File: src/rtl/issue_stage.sv
// Issue stage: instruction FIFO, 16x16 register file with writeback bypass,
// RAW scoreboard and multiplier-wait FSM feeding registered operands to the ALU.
module issue_stage #(
  parameter int FIFO_DEPTH = 2,
  parameter int MUL_LAT    = 3
) (
  input  logic        clk,
  input  logic        rst_n,
  input  logic        fetch_valid,
  input  logic [15:0] fetch_instr,
  output logic        fetch_ready,
  input  logic [1:0]  alu_status,
  input  logic        wb_en,
  input  logic [3:0]  wb_addr,
  input  logic [15:0] wb_data,
  output logic [15:0] instr,
  output logic [15:0] rs1_data,
  output logic [15:0] rs2_data,
  output logic        issue_valid,
  output logic        err_illegal,
  output logic [0:0]  dbg_state
);

  // Fetch handshake: an entry is accepted on any edge where fetch_valid && fetch_ready.
  localparam int PTR_W = (FIFO_DEPTH > 1) ? $clog2(FIFO_DEPTH) : 1;
  localparam int CNT_W = $clog2(FIFO_DEPTH + 1);
  localparam int MC_W  = (MUL_LAT > 1) ? $clog2(MUL_LAT) : 1;
  localparam logic [CNT_W-1:0] DEPTH_C = CNT_W'(FIFO_DEPTH);
  localparam logic [MC_W-1:0]  MC_INIT = MC_W'(MUL_LAT - 1);

  localparam logic [0:0] S_ISSUE    = 1'b0;
  localparam logic [0:0] S_MUL_WAIT = 1'b1;

  logic [15:0]      fifo_q [FIFO_DEPTH];
  logic [15:0]      fifo_d [FIFO_DEPTH];
  logic [PTR_W-1:0] rd_ptr_q, rd_ptr_d, wr_ptr_q, wr_ptr_d;
  logic [CNT_W-1:0] count_q, count_d;
  logic [15:0]      rf_q [16];
  logic [15:0]      rf_d [16];
  logic [15:0]      pending_q, pending_d;
  logic [0:0]       state_q, state_d;
  logic [MC_W-1:0]  mcnt_q, mcnt_d;
  logic [15:0]      instr_q, instr_d, rs1_q, rs1_d, rs2_q, rs2_d;
  logic             valid_q, valid_d, err_q, err_d;

  logic [15:0] head, wb_clr, pend_eff, rs1_val, rs2_val;
  logic [3:0]  op, rd, rs1_addr, rs2_addr;
  logic        is_rtype, is_illegal, hazard, gate, do_issue, do_drop, push, pop;

  always_comb begin
    head       = fifo_q[rd_ptr_q];
    op         = head[15:12];
    rd         = head[11:8];
    is_rtype   = (op <= 4'd5);
    is_illegal = (op >= 4'd11);
    rs1_addr   = is_rtype ? head[7:4] : head[3:0];
    rs2_addr   = head[3:0];
    // A writeback landing this cycle already releases its register for the head.
    wb_clr     = wb_en ? (16'h0001 << wb_addr) : 16'h0000;
    pend_eff   = pending_q & ~wb_clr;
    hazard     = pend_eff[rs1_addr] || (is_rtype && pend_eff[rs2_addr]);
    gate       = (count_q != '0) && (state_q == S_ISSUE) && (alu_status == 2'b00);
    do_issue   = gate && !is_illegal && !hazard;
    do_drop    = gate && is_illegal;
    pop        = do_issue || do_drop;
    push       = fetch_valid && fetch_ready;
  end

  always_comb begin
    rs1_val = 16'h0000;
    rs2_val = 16'h0000;
    if (rs1_addr != 4'd0)
      rs1_val = (wb_en && wb_addr == rs1_addr) ? wb_data : rf_q[rs1_addr];
    if (is_rtype && rs2_addr != 4'd0)
      rs2_val = (wb_en && wb_addr == rs2_addr) ? wb_data : rf_q[rs2_addr];
  end

  assign fetch_ready = (count_q < DEPTH_C);

  always_comb begin
    fifo_d   = fifo_q;
    rd_ptr_d = rd_ptr_q;
    wr_ptr_d = wr_ptr_q;
    count_d  = count_q;
    if (push) begin
      fifo_d[wr_ptr_q] = fetch_instr;
      wr_ptr_d         = wr_ptr_q + 1'b1;
    end
    if (pop) rd_ptr_d = rd_ptr_q + 1'b1;
    if (push && !pop)      count_d = count_q + 1'b1;
    else if (pop && !push) count_d = count_q - 1'b1;
  end

  always_comb begin
    rf_d = rf_q;
    if (wb_en && wb_addr != 4'd0) rf_d[wb_addr] = wb_data;
    // Set after clear so an issue claiming the same rd keeps it pending.
    pending_d = pending_q & ~wb_clr;
    if (do_issue && rd != 4'd0) pending_d[rd] = 1'b1;
  end

  always_comb begin
    state_d = state_q;
    mcnt_d  = mcnt_q;
    case (state_q)
      S_ISSUE: begin
        if (do_issue && op == 4'd5) begin
          state_d = S_MUL_WAIT;
          mcnt_d  = MC_INIT;
        end
      end
      S_MUL_WAIT: begin
        if (mcnt_q == '0) begin
          if (alu_status == 2'b00) state_d = S_ISSUE;
        end else begin
          mcnt_d = mcnt_q - 1'b1;
        end
      end
      default: state_d = S_ISSUE;
    endcase
  end

  always_comb begin
    instr_d = 16'h0000;
    rs1_d   = 16'h0000;
    rs2_d   = 16'h0000;
    valid_d = 1'b0;
    err_d   = err_q || do_drop;
    if (do_issue) begin
      instr_d = head;
      rs1_d   = rs1_val;
      rs2_d   = rs2_val;
      valid_d = 1'b1;
    end
  end

  always_ff @(posedge clk or negedge rst_n) begin
    if (!rst_n) begin
      for (int i = 0; i < FIFO_DEPTH; i++) fifo_q[i] <= 16'h0000;
      for (int i = 0; i < 16; i++) rf_q[i] <= 16'h0000;
      rd_ptr_q  <= '0;
      wr_ptr_q  <= '0;
      count_q   <= '0;
      pending_q <= 16'h0000;
      state_q   <= S_ISSUE;
      mcnt_q    <= '0;
      instr_q   <= 16'h0000;
      rs1_q     <= 16'h0000;
      rs2_q     <= 16'h0000;
      valid_q   <= 1'b0;
      err_q     <= 1'b0;
    end else begin
      fifo_q    <= fifo_d;
      rf_q      <= rf_d;
      rd_ptr_q  <= rd_ptr_d;
      wr_ptr_q  <= wr_ptr_d;
      count_q   <= count_d;
      pending_q <= pending_d;
      state_q   <= state_d;
      mcnt_q    <= mcnt_d;
      instr_q   <= instr_d;
      rs1_q     <= rs1_d;
      rs2_q     <= rs2_d;
      valid_q   <= valid_d;
      err_q     <= err_d;
    end
  end

  assign instr       = instr_q;
  assign rs1_data    = rs1_q;
  assign rs2_data    = rs2_q;
  assign issue_valid = valid_q;
  assign err_illegal = err_q;
  assign dbg_state   = state_q;

endmodule

File: config.mk
export PLATFORM = sky130hd
export DESIGN_NAME = issue_stage
export DESIGN_NICKNAME = d
export VERILOG_FILES = /design/src/rtl/issue_stage.sv
export SDC_FILE = /design/constraint.sdc
export NUM_CORES = 1
export LEC_CHECK = 0
export ABC_AREA = 0
export CAP_MARGIN = 10
export CELL_PAD_IN_SITES_DETAIL_PLACEMENT = 0
export CELL_PAD_IN_SITES_GLOBAL_PLACEMENT = 1
export CORE_ASPECT_RATIO = 1.25
export CORE_MARGIN = 1
export CORE_UTILIZATION = 43
export DETAILED_ROUTE_END_ITERATION = 8
export PLACE_DENSITY = 0.83
export SYNTH_ARGS = -nofsm -noshare
export SYNTH_HDL_FRONTEND = slang
export SYNTH_SLANG_ARGS = --single-unit
File: constraint.sdc
create_clock -name clk -period 3.62 [get_ports clk]
set_input_delay 1.086 -clock clk [delete_from_list [all_inputs] [get_ports clk]]
set_output_delay 1.086 -clock clk [all_outputs]
set_load 0.01 [all_outputs]
## Word-level counts from Yosys, hierarchy flattened

Cells that the tools add are included.

| storage, ports and cells | value |
|---|---|
| input port bits | 42 |
| register bits | 361 |
| word-level logic and storage cells | 138 |
| output and inout port bits | 52 |

| operators by class | value |
|---|---|
| reduce and logical (&&, ||, !) cells | 34 |
| mux-type cells | 41 |
| shift-type cells | 1 |
| equal/unequal tests | 5 |
| $lt $le $gt $ge | 14 |
| bitwise operators | 9 |
| add/subtract/negate cells | 5 |

Operators by type and width:

| operator | number |
|---|---|
| 16-bit two-way mux | 18 |
| 256-bit bitwise mux | 1 |
| 16-bit binary-select mux with 4-bit select | 2 |
| 16-bit demux with 4-bit select | 1 |
| 32-bit bitwise mux | 1 |
| 1-bit logical AND | 18 |
| 16-bit bitwise AND | 1 |
| 16-bit demux with 1-bit select | 1 |
| 16-bit inverter | 1 |
| 16-bit bitwise OR | 1 |
| 4-bit nonzero test | 4 |
| 1-bit by 4-bit left shift with 16-bit output, first input constant | 1 |
| 5-bit greater-or-equal comparator, second input constant | 3 |
| 4-bit by 5-bit less-than comparator with 1-bit output, second input constant | 3 |
| 4-bit inverter with 5-bit output | 3 |
| 1-bit binary-select mux with 4-bit select | 2 |
| 4-bit equality test | 2 |
| 2-bit two-way mux | 4 |
| 1-bit two-way mux | 7 |
| 5-bit by 1-bit less-than comparator with 1-bit output, second input constant | 1 |
| 1-bit demux with 4-bit select | 1 |
| 4-bit by 3-bit equality test with 1-bit output, second input constant | 1 |
| 2-bit greater-or-equal comparator, second input constant | 2 |
| 4-bit by 1-bit greater-or-equal comparator with 1-bit output, second input constant | 1 |
| other kinds (19) | 29 |

## Longest topological paths before layout

| depth | value |
|---|---|
| depth after elaboration | 15 |
| mapped depth | 15 |

## Worst setup path before layout

No wires, ideal clock.

| timing | value |
|---|---|
| path kind | input to register |
| start point | input wb_addr[3] |
| end point | register count_q[1] |
| setup time | 0.080 ns |
| arrival time | 4.053 ns |
| slack | -0.513 ns |
| stages on the path | 14 |
| cell sequence | buf_2 > or3b_1 > buf_2 > or2_1 > buf_6 > and2_1 > mux4_2 > a221o_1 > a311o_1 > buf_6 > and2_1 > ha_1 > nor2_1 > xnor2_1 |

| on the way | value |
|---|---|
| cells in the longest elaborated chain, start to end | 14 |
| elaborated cells between the ends (all ways) | 18 |
| classes of those cells | shift (1); mux (6); bitwise (2); reduce/logical (9) |

Ends and longest elaborated chain:

| item | line | text |
|---|---|---|
| start, declared | 14 | `input logic [3:0] wb_addr,` |
| 1-bit by 4-bit left shift with 16-bit output * | 59 | `wb_clr = wb_en ? (16'h0001 << wb_addr) : 16'h0000;` |
| 16-bit two-way mux * | 59 |  |
| 16-bit inverter * | 60 | `pend_eff = pending_q & ~wb_clr;` |
| 16-bit bitwise AND * | 60 |  |
| 1-bit binary-select mux with 4-bit select | 61 | `hazard = pend_eff[rs1_addr] \|\| (is_rtype && pend_eff[rs2_addr]);` |
| 1-bit two-way mux (implied by the code) | 61 |  |
| 1-bit logical AND | 61 |  |
| 1-bit logical OR * | 61 |  |
| 1-bit zero test * | 63 | `do_issue = gate && !is_illegal && !hazard;` |
| 1-bit logical AND * | 63 |  |
| 1-bit logical OR * | 65 | `pop = do_issue \|\| do_drop;` |
| 1-bit zero test | 90 | `if (push && !pop) count_d = count_q + 1'b1;` |
| 1-bit logical AND | 90 |  |
| 2-bit two-way mux or 2-bit nonzero test (tied branches) | n/a |  |
| end signal, assigned | 157 | `count_q <= count_d;` |
| end, declared | 37 | `logic [CNT_W-1:0] count_q, count_d;` |

Every way passes the cells marked *; elsewhere a longest branch is shown, timed or not. The select of a mux whose other input is x is not followed.
A chain may end at the register's enable or synchronous reset.

## Final worst setup path

| timing | value |
|---|---|
| start point | input wb_addr[0] |
| end point | register count_q[1] |

Same word-level chain as after synthesis.

==> results.sh <==
export IMPL_cp_max_fo=6
export IMPL_r2r_slack_ns=0.11
export IMPL_yosys_area_top_type="dfrtp_1"
export IMPL_outcome="finished clean"
export IMPL_postSynthAreaPerCell_um2=9.47
export IMPL_ys_seq_elements=361
export IMPL_viasPerCell=5.96
export IMPL_synth_edf_count=0
export IMPL_cts_tree="yes"
export IMPL_yosys_warnings=0
export IMPL_drt_wl_total_mm=61.4
export IMPL_p_sw_frac=0.475
export IMPL_start_kind="input port"
export IMPL_rsz0062_at_grt="no"
export IMPL_seq_power_share=0.245
export IMPL_fmax_mhz=282
export IMPL_cts_made_buffers=41
export IMPL_cp_end_kind="flip-flop"
export IMPL_p_sw_mw=11.6
export IMPL_cts_sinks=361
export IMPL_remaining_drc_errors=0
export IMPL_totalPowerFinal_mw=24.4
export IMPL_post_drt_wl_per_cell_um=22.9
export IMPL_syn_nets=2058
export IMPL_clock_skew_ns=0.0257
export IMPL_hold_path_class="reg -> reg"
export IMPL_drt_iter0_drc=1595
export IMPL_peakVddDrop_uv=1530
export IMPL_drv_cap=0
export IMPL_max_slew_margin_rel=0.478
export IMPL_port_buffers=93
export IMPL_netlist_instances=2014
export IMPL_setup_viol=0
export IMPL_internal_power_mw=12.8
export IMPL_cts_htree_levels=2
export IMPL_crit_arrival_ns=4.01
export IMPL_rows=85
export IMPL_worst_slew_pin_slew_ns=0.784
export IMPL_drv_slew=0
export IMPL_antenna_found_initial=5
export IMPL_mostFrequentLayoutCells="nand2_1 (524), dfrtp_1 (360), mux2_2 (278), nand3_1 (256), buf_4 (100)"
export IMPL_fin_nets=2130
export IMPL_leakage_nw=9.85
export IMPL_crit_required_ns=4.09
export IMPL_cts_root_buf="clkbuf_16"
export IMPL_synth_ff_type="dfrtp_1"
export IMPL_clock_latency_ns=0.55
export IMPL_antenna_left=0
export IMPL_fin_crit_sh=0.979
export IMPL_initial_core_util=0.439
export IMPL_ios=94
export IMPL_worst_slack_ns=0.0777
export IMPL_ys_top_cells_by_area="dfrtp_1 (47%), mux2_2 (16%), nand2_1 (10%)"
export IMPL_final_common_cell="nand2_1"
export IMPL_core_area_mm2=0.0434
export IMPL_dp_hpwl_mm=36.9
export IMPL_fin_crit_ns=3.54
export IMPL_synth_top_area_share=0.474
export IMPL_grt_max_degree=123
export IMPL_die_y_um=237
export IMPL_vias=16000
export IMPL_seq_area_frac_synth=0.474
export IMPL_synthDistinctLibCells=58
export IMPL_drive_gt1_frac=0.239
export IMPL_grt_overflow=0
export IMPL_groute_usage_overall=0.275
export IMPL_clkPwrFrac=0.173
export IMPL_area_delta_synth_final_pct=18.2
export IMPL_fp_dieW_um=190
export IMPL_gp_congestion=0.892
export IMPL_clk_path_buf_depth=3
export IMPL_grt_pass1_vias=16100
export IMPL_syn_area_mm2=0.0191
export IMPL_cts_hold_buf=0
export IMPL_drt_pass1_iterations=6
export IMPL_pwr_share_comb=0.582
export IMPL_place_ws_ns=-0.784
export IMPL_hold_viol_final=0
export IMPL_critical_path_class="in -> reg"
export IMPL_dieArea_mm2=0.0452
export IMPL_grt_first_pass_wirelength_mm=95.0
export IMPL_synthArstFlopShare=1.00
export IMPL_cts_clk_slew_worst_paths_ns=0.06
export IMPL_p_per_area_mw_per_mm2=1080
-- through the flow --
step / area (µm²) / setup TNS (ns) / std cells / hold slack, ns / utilization
finish: 22500 / 0 / 2681 / 0.400 / 0.519
floorplan: 19100 / -14.81 / 2014 / 0.450 / -
detailed placement: 21200 / -40.44 / 2607 / 0.389 / 0.487
global placement: 21200 / -36.56 / 2607 / 0.385 / 0.487
global route: 22500 / 0 / 2680 / 0.410 / 0.519
CTS: 22500 / 0 / 2677 / 0.402 / 0.519
-- path summary, 6_finish.rpt --
| path | startpoint | endpoint | cells after the start |
|---|---|---|---|
| max | wb_addr[0] | count_q[1]$_DFFE_PN0P_ | 12 |
| min reg2reg | rf_q[248]$_DFFE_PN0P_ | rf_q[248]$_DFFE_PN0P_ | 0 |
| min in group asynchronous | rst_n | mcnt_q[1]$_DFFE_PN0P_ | 1 |
| max reg2reg | fifo_q[29]$_DFFE_PN0P_ | count_q[1]$_DFFE_PN0P_ | 11 |
| max in group asynchronous | rst_n | rf_q[26]$_DFFE_PN0P_ | 2 |
| min | rf_q[248]$_DFFE_PN0P_ | rf_q[248]$_DFFE_PN0P_ | 0 |
-- repair_timing --
| item | CTS | global route |
|---|---|---|
| setup endpoints to repair | 37 | 11 |
| setup buffers | 1 | 0 |
| pin swaps | 9 | 9 |
| resized for setup | 9 | 8 |
-- power groups by stage --
stage                     logic (mW)  clock network, mW  registers, mW
after floorplan                 8.59                  0           5.82
after global placement          14.0                  0           5.97
after detailed placement        14.1                  0           6.02
after CTS                       14.1               4.29           5.96
after global routing            15.3               4.45           6.11
final                           14.2               4.22           5.99
-- cells in the mapped netlist, types with 10 or more instances --
| library cell | count |
|---|---|
| nor3_1 | 10 |
| a311oi_1 | 32 |
| nand3_1 | 256 |
| nor2_1 | 57 |
| dfrtp_1 | 361 |
| a21boi_0 | 45 |
| a31oi_1 | 19 |
| inv_1 | 12 |
| clkbuf_1 | 144 |
| o21ai_0 | 13 |
| mux2i_1 | 35 |
| o31ai_1 | 17 |
| buf_1 | 24 |
| a211oi_1 | 19 |
| a21oi_1 | 24 |
| and3_1 | 16 |
| nand2_1 | 524 |
| mux2_2 | 278 |
| xnor2_1 | 10 |
| o211ai_1 | 10 |
| or4_1 | 15 |
-- metal layers --
metal | up-vias | global-route usage | share of wire
li1 | 7130 | - | -
met3 | 152 | 0.0402 | 0.071
met1 | 8023 | 0.369 | 0.41
met5 | - | 0 | 0.00026
met2 | 669 | 0.436 | 0.47
met4 | 2 | 0.135 | 0.047
-- kinds of logic after synthesis --
family          count (synthesis)  share of synthesized area
simple gates                  921                      0.212
fa+ha+maj                       2                    0.00131
mux                           316                      0.186
compound gates                210                     0.0812
xor+xnor                       13                    0.00597
flops                         361                      0.474
buf+inv                       191                     0.0402
-- flip-flops by register name (all words and copies together), names as in the netlist --
signal,count
instr,16
rs1_data,16
fifo_q,32
issue_valid,1
rf_q,256
rs2_data,16
pending_q,16
err_illegal,1
count_q,2
dbg_state,1
mcnt_q,2
wr_ptr_q,1
rd_ptr_q,1
-- final cells by class --
| cell class | count | area, µm² |
|---|---|---|
| Sequential cell | 361 | 9030 |
| Multi-Input combinational cell | 1462 | 9420 |
| Clock buffer | 56 | 1170 |
| Clock inverter | 13 | 180 |
| Antenna cell | 4 | 10.0 |
| Fill cell | 3973 | 20900 |
| Inverter | 12 | 45.0 |
| Timing Repair Buffer | 208 | 1970 |
| Tap cell | 565 | 707 |
-- worst max-delay path, stage by stage --
cell and delay, ns:
dlygate4sd2_1 0.27, or2_1 0.24, or2_1 0.24, and2_1 0.16, mux4_2 0.46, a221o_1 0.36
a311o_2 0.46, and2_4 0.19, ha_4 0.16, xor2_2 0.13, nor2_1 0.13, xnor2_1 0.13
Note: power is estimated with default switching activity, not from simulation.
